--- src/rtl/instr_encoder_loader_pkg.sv ---
// Shared codes for the descriptor -> RV32I encoder/loader: op classes, ALU codes,
// error codes, opcodes and funct fields (same values the control decoder uses).
package instr_encoder_loader_pkg;

    localparam logic [2:0] OPC_ARITH = 3'd0;
    localparam logic [2:0] OPC_ADDI  = 3'd1;
    localparam logic [2:0] OPC_COND  = 3'd2;
    localparam logic [2:0] OPC_JAL   = 3'd3;
    localparam logic [2:0] OPC_JALR  = 3'd4;
    localparam logic [2:0] OPC_LOAD  = 3'd5;
    localparam logic [2:0] OPC_STORE = 3'd6;

    localparam logic [2:0] ALU_ADD = 3'd0;
    localparam logic [2:0] ALU_SUB = 3'd1;
    localparam logic [2:0] ALU_AND = 3'd2;
    localparam logic [2:0] ALU_OR  = 3'd3;
    localparam logic [2:0] ALU_XOR = 3'd4;
    localparam logic [2:0] ALU_SLT = 3'd5;

    localparam logic [6:0] OP_ARITH = 7'b0110011;
    localparam logic [6:0] OP_IMM   = 7'b0010011;
    localparam logic [6:0] OP_COND  = 7'b1100011;
    localparam logic [6:0] OP_JAL   = 7'b1101111;
    localparam logic [6:0] OP_JALR  = 7'b1100111;
    localparam logic [6:0] OP_LOAD  = 7'b0000011;
    localparam logic [6:0] OP_STORE = 7'b0100011;

    localparam logic [2:0] F3_ADD = 3'b000;
    localparam logic [2:0] F3_AND = 3'b111;
    localparam logic [2:0] F3_OR  = 3'b110;
    localparam logic [2:0] F3_XOR = 3'b100;
    localparam logic [2:0] F3_SLT = 3'b010;
    localparam logic [2:0] F3_LW  = 3'b010;
    localparam logic [6:0] F7_SUB = 7'b0100000;

    typedef enum logic [1:0] {ERR_NONE, ERR_ILLEGAL, ERR_RANGE, ERR_OVF} err_e;
    typedef enum logic [2:0] {FMT_R, FMT_I, FMT_S, FMT_B, FMT_J} fmt_e;
    typedef enum logic [1:0] {S_IDLE, S_RUN, S_DONE} state_e;

endpackage

--- src/rtl/instr_encoder_loader_imm_pack.sv ---
// Places a signed byte offset into the immediate bit positions of an RV32I format
// and reports whether it is representable in that format.
module rv_imm_pack
    import instr_encoder_loader_pkg::*;
(
    input  fmt_e        fmt,
    input  logic [20:0] imm,
    output logic [31:0] imm_bits,
    output logic        range_ok
);

    always_comb begin
        imm_bits = '0;
        range_ok = 1'b1;
        case (fmt)
            FMT_I: begin
                imm_bits[31:20] = imm[11:0];
                range_ok        = (&imm[20:11]) | ~(|imm[20:11]);
            end
            FMT_S: begin
                imm_bits[31:25] = imm[11:5];
                imm_bits[11:7]  = imm[4:0];
                range_ok        = (&imm[20:11]) | ~(|imm[20:11]);
            end
            FMT_B: begin
                imm_bits[31]    = imm[12];
                imm_bits[30:25] = imm[10:5];
                imm_bits[11:8]  = imm[4:1];
                imm_bits[7]     = imm[11];
                range_ok        = ((&imm[20:12]) | ~(|imm[20:12])) & ~imm[0];
            end
            FMT_J: begin
                // the 21-bit input already spans the full J range; only parity matters
                imm_bits[31]    = imm[20];
                imm_bits[30:21] = imm[10:1];
                imm_bits[20]    = imm[11];
                imm_bits[19:12] = imm[19:12];
                range_ok        = ~imm[0];
            end
            default: ;
        endcase
    end

endmodule

--- src/rtl/instr_encoder_loader.sv ---
// Encodes operation descriptors into RV32I words and streams them into imem,
// one per cycle, with session control, write counting and a first-error latch.
module instr_encoder_loader
    import instr_encoder_loader_pkg::*;
#(
    parameter int ADDR_W    = 8,
    parameter int BASE_ADDR = 0,
    parameter int DEPTH     = 256
) (
    input  logic              clk,
    input  logic              nrst,
    input  logic              start,
    input  logic              in_valid,
    output logic              in_ready,
    input  logic [2:0]        in_op,
    input  logic [2:0]        in_alu,
    input  logic              in_bne,
    input  logic [4:0]        in_rd,
    input  logic [4:0]        in_rs1,
    input  logic [4:0]        in_rs2,
    input  logic [20:0]       in_imm,
    input  logic              in_last,
    output logic              imem_we,
    output logic [ADDR_W-1:0] imem_addr,
    output logic [31:0]       imem_wdata,
    output logic              busy,
    output logic              done,
    output logic              err,
    output logic [1:0]        err_code,
    output logic [ADDR_W:0]   wr_count
);

    localparam logic [ADDR_W-1:0] BASE      = ADDR_W'(BASE_ADDR);
    localparam logic [ADDR_W:0]   CNT_DEPTH = (ADDR_W + 1)'(DEPTH);
    localparam logic [ADDR_W:0]   CNT_LAST  = (ADDR_W + 1)'(DEPTH - 1);

    state_e      state, state_nxt;
    fmt_e        fmt;
    err_e        err_in, err_q;
    logic [6:0]  opcode, f7;
    logic [2:0]  f3;
    logic        use_rd, use_rs1, use_rs2, illegal, range_ok;
    logic [31:0] imm_bits, word;
    logic        accept, do_write, last_slot, open;

    rv_imm_pack u_imm_pack (
        .fmt      (fmt),
        .imm      (in_imm),
        .imm_bits (imm_bits),
        .range_ok (range_ok)
    );

    always_comb begin
        fmt     = FMT_R;
        opcode  = '0;
        f3      = '0;
        f7      = '0;
        use_rd  = 1'b1;
        use_rs1 = 1'b1;
        use_rs2 = 1'b0;
        illegal = 1'b0;
        case (in_op)
            OPC_ARITH: begin
                opcode  = OP_ARITH;
                use_rs2 = 1'b1;
                case (in_alu)
                    ALU_ADD: f3 = F3_ADD;
                    ALU_SUB: begin f3 = F3_ADD; f7 = F7_SUB; end
                    ALU_AND: f3 = F3_AND;
                    ALU_OR:  f3 = F3_OR;
                    ALU_XOR: f3 = F3_XOR;
                    ALU_SLT: f3 = F3_SLT;
                    default: illegal = 1'b1;
                endcase
            end
            OPC_ADDI:  begin fmt = FMT_I; opcode = OP_IMM; end
            OPC_COND:  begin fmt = FMT_B; opcode = OP_COND; f3 = {2'b00, in_bne}; use_rd = 1'b0; use_rs2 = 1'b1; end
            OPC_JAL:   begin fmt = FMT_J; opcode = OP_JAL; use_rs1 = 1'b0; end
            OPC_JALR:  begin fmt = FMT_I; opcode = OP_JALR; end
            OPC_LOAD:  begin fmt = FMT_I; opcode = OP_LOAD; f3 = F3_LW; end
            OPC_STORE: begin fmt = FMT_S; opcode = OP_STORE; f3 = F3_LW; use_rd = 1'b0; use_rs2 = 1'b1; end
            default:   illegal = 1'b1;
        endcase

        word = imm_bits | {f7, 25'b0} | {17'b0, f3, 5'b0, opcode};
        if (use_rs2) word[24:20] = in_rs2;
        if (use_rs1) word[19:15] = in_rs1;
        if (use_rd)  word[11:7]  = in_rd;

        err_in = illegal ? ERR_ILLEGAL : (range_ok ? ERR_NONE : ERR_RANGE);
    end

    assign busy      = (state == S_RUN);
    assign done      = (state == S_DONE);
    assign in_ready  = busy && (wr_count < CNT_DEPTH);
    assign accept    = in_valid && in_ready;
    assign do_write  = accept && (err_in == ERR_NONE);
    assign last_slot = (wr_count == CNT_LAST);
    assign open      = start && !busy;
    assign err_code  = err_q;

    always_comb begin
        state_nxt = state;
        case (state)
            S_IDLE, S_DONE: if (start) state_nxt = S_RUN;
            S_RUN:          if (accept && (in_last || (do_write && last_slot))) state_nxt = S_DONE;
            default:        state_nxt = S_IDLE;
        endcase
    end

    always_ff @(posedge clk or negedge nrst) begin
        if (!nrst) begin
            state      <= S_IDLE;
            imem_we    <= 1'b0;
            imem_addr  <= BASE;
            imem_wdata <= '0;
            wr_count   <= '0;
            err        <= 1'b0;
            err_q      <= ERR_NONE;
        end else begin
            state   <= state_nxt;
            imem_we <= do_write;
            if (open) begin
                wr_count  <= '0;
                err       <= 1'b0;
                err_q     <= ERR_NONE;
                imem_addr <= BASE;
            end
            if (do_write) begin
                imem_wdata <= word;
                imem_addr  <= BASE + wr_count[ADDR_W-1:0];
                wr_count   <= wr_count + 1'b1;
            end
            // first error wins; overflow only counts when the filling word was not the last
            if (accept && err_q == ERR_NONE) begin
                if (err_in != ERR_NONE) begin
                    err   <= 1'b1;
                    err_q <= err_in;
                end else if (last_slot && !in_last) begin
                    err   <= 1'b1;
                    err_q <= ERR_OVF;
                end
            end
        end
    end

endmodule
--- config.mk ---
export PLATFORM = sky130hd
export DESIGN_NAME = instr_encoder_loader
export DESIGN_NICKNAME = d
export VERILOG_FILES = /design/src/rtl/instr_encoder_loader_pkg.sv /design/src/rtl/instr_encoder_loader_imm_pack.sv /design/src/rtl/instr_encoder_loader.sv
export SDC_FILE = /design/constraint.sdc
export NUM_CORES = 1
export LEC_CHECK = 0
export ABC_AREA = 1
export CAP_MARGIN = 20
export CORE_ASPECT_RATIO = 0.6
export CORE_MARGIN = 1
export CORE_UTILIZATION = 47
export CTS_CLUSTER_DIAMETER = 40
export DETAILED_ROUTE_END_ITERATION = 10
export PLACE_DENSITY = 0.84
export SLEW_MARGIN = 25
export SYNTH_ARGS = -nofsm -noshare
export SYNTH_HDL_FRONTEND = slang
export SYNTH_HIERARCHICAL = 1
export SYNTH_SLANG_ARGS = --single-unit
--- constraint.sdc ---
create_clock -name clk -period 2.1 [get_ports clk]
set_input_delay 0.42 -clock clk [delete_from_list [all_inputs] [get_ports clk]]
set_output_delay 0.42 -clock clk [all_outputs]
set_load 0.005 [all_outputs]
==> qor.csv <==
stage,metric,value,unit
timing,min setup slack post-route,0.0158,ns
cts,htree depth,2,
power_and_ir_drop,switch share,0.331,
timing,fmax,480,MHz
power_and_ir_drop,clock share of power,0.210,
floorplan,CORE AREA,0.00633,sq mm
synth,Synth Instances,437,
timing,Max Slew Vio Count,0,
power_and_ir_drop,Internal,0.00303,W
timing,Clock Skews,0.00571,ns
timing,final setup vio count,0,
detailed_routing,total number of vias,3511,
detailed_routing,WL/cell,16.6,um
final_layout,"Design Area, Final",0.00515,sq mm
cts,CTS Root Cell,clkbuf_16,
placed_design,dpl hpwl,7040,um
detailed_routing,drt pass-1 iters,5,
worst_setup_path,Critical Path Start Type,primary input,
floorplan,I/O pin cnt,104,
global_routing,gr usage total,0.286,
cts,clock-pin transition on the worst setup and hold timing paths,0.07,ns
power_and_ir_drop,total chip power,0.00454,W
synth,Synth Area per Inst,7.33,sq um
detailed_routing,remaining antenna violation count after routing,0,
final_layout,final core occ,0.813,
run_status,status,"finished, final reports clean",
final_layout,P&R area growth vs syn,60.7,%
worst_setup_path,Reg-to-Reg Start,wr_count[1],
placed_design,Placement Setup Slack,-0.824,ns
detailed_routing,post-route DRC violation count,0,
timing,RSZ-0062 raised after global routing,true,
global_routing,vias in the first global route,3238,
floorplan,Die Ht,66.0,um
power_and_ir_drop,Reg power frac,0.357,
worst_setup_path,beginning of the critical path,in_op[1],
global_routing,first-pass GRT wire length,15500,um
global_routing,pin count of the biggest net entering global routing,56,
power_and_ir_drop,VDD IR max,577,uV
synth,synthesized area,0.00320,sq mm
worst_setup_path,Critical Path End,imem_addr[2],
cts,CTS Buffer Depth,2,
worst_setup_path,CP Data Arrival Time,2.26,ns
placed_design,placed instance area,0.00462,sq mm
floorplan,Total Die Area,0.00716,sq mm
power_and_ir_drop,PD cells,881,mW/mm^2
worst_setup_path,Crit Path Category,in2reg,
power_and_ir_drop,combinational share of power,0.432,
detailed_routing,Initial DRC Count,280,
timing,final hold vios,0,
timing,final period utilization,0.992,
detailed_routing,Post-Route WL,11100,um
synth,Ys Warns,6,
worst_setup_path,R2R Path End,err_code[1],
power_and_ir_drop,leakage power,2.71,nW
power_and_ir_drop,total net switching power,0.00150,W
placed_design,routability cong.,0.912,
cts,CTS Buf Count,5,
final_layout,"most common cell after layout, fill and taps aside",nand2_1,
detailed_routing,vias per cell,5.25,
final_layout,most frequent cells in the layout,"nand2_1, clkdlybuf4s50_1, dfrtp_1",
timing,post-layout minimum cycle time,2.08,ns
floorplan,Site Rows,22,
worst_setup_path,Register-to-Register Path Depth,12,
job,MaxCap Viol Count,0,
cts,clock latency on the worst-skew pair,0.29,ns
worst_setup_path,CP max FO,8,
worst_setup_path,Worst R2R Setup Slack,0.15,ns
worst_hold_path,Hold Crit Class,in2async,
cts,Sink Count,55,
worst_setup_path,CP endpoint kind,flop,
floorplan,Starting Density,0.506,
floorplan,Die X,109,um
final_layout,share of cells above drive strength 1,0.229,
cts,"Hold-fix buffers, CTS",0,
final_layout,# diodes,0,
placed_design,Port Buffers,103,
final_layout,fin nets,637,
global_routing,initial antenna violation count,0,
worst_setup_path,Worst EP required,2.28,ns
final_layout,Layout fillers,395,
cts,TritonCTS clock tree,yes,
global_routing,grt ovf,0,
## flip-flops by register name, indices dropped and copies added, names as in the netlist
register,cells
wr_count,9
err,1
err_code,2
state,2
imem_wdata,32
imem_addr,8
imem_we,1
## area by class of cell
type | count | area (sq um) | area share
clock buffer | 5 | 125 | 0.0243
clock inverter | 3 | 43.8 | 0.00851
timing repair buffer | 153 | 1570 | 0.305
sequential | 55 | 1380 | 0.268
inverter | 58 | 235 | 0.0457
multi-input combinational | 311 | 1690 | 0.329
tap | 84 | 105 | 0.0204
## per-layer routing
layer  up-vias  GRT usage  share of wire
li1       1642          -              -
met1      1644      0.388           0.43
met2       196      0.473           0.46
met3        29     0.0493          0.082
met4         0     0.0811          0.023
met5         -          0              0
## per-stage QoR
step           cells  hold WS, ns  setup TNS (ns)
2_1_floorplan    441        0.124           -1.45
3_3_place_gp     647        0.440          -29.84
3_5_place_dp     647        0.440          -36.63
4_1_cts          662        0.128               0
5_1_grt          669        0.133          -0.994
6_report         669        0.106               0
## power groups by stage
stage | registers [W] | clock network (W) | logic, W
final | 0.00162 | 0.000955 | 0.00196
after global routing | 0.00164 | 0.00101 | 0.00212
after CTS | 0.00160 | 0.000954 | 0.00174
after detailed placement | 0.00160 | 0 | 0.00168
after global placement | 0.00160 | 0 | 0.00162
after floorplan | 0.00160 | 0 | 0.000656
## worst max-delay path: stages
cell and delay (ns):
buf_8 0.10, buf_6 0.11, nand2_2 0.06, inv_2 0.05, nand2_4 0.08, inv_8 0.05, buf_6 0.11, nor2_4 0.13
nand2_2 0.07, nand2_2 0.08, a21oi_2 0.06, nand3_2 0.10, nand4_4 0.12, nor2_8 0.29, nor2_4 0.11, buf_12 0.17
nand2_4 0.08, nand2_2 0.06
## timing repair
item / CTS / global route
pin swaps: 6 / 13
gates cloned: 1 / 2
buffers inserted: 7 / 6
gates resized for setup: 18 / 65
setup endpoints to repair: 55 / 53
## worst min-delay path by stage
stage | from | to | slack, ns | cells past startpoint
after detailed placement | nrst | imem_we | 0.44 | 2
after floorplan | nrst | err | 0.12 | 0
after CTS | nrst | imem_we | 0.13 | 2
after global routing | nrst | imem_wdata[25] | 0.13 | 2
after global placement | nrst | imem_wdata[26] | 0.44 | 2
final | nrst | imem_wdata[0] | 0.11 | 2
Note: power is estimated with default switching activity, not from simulation.
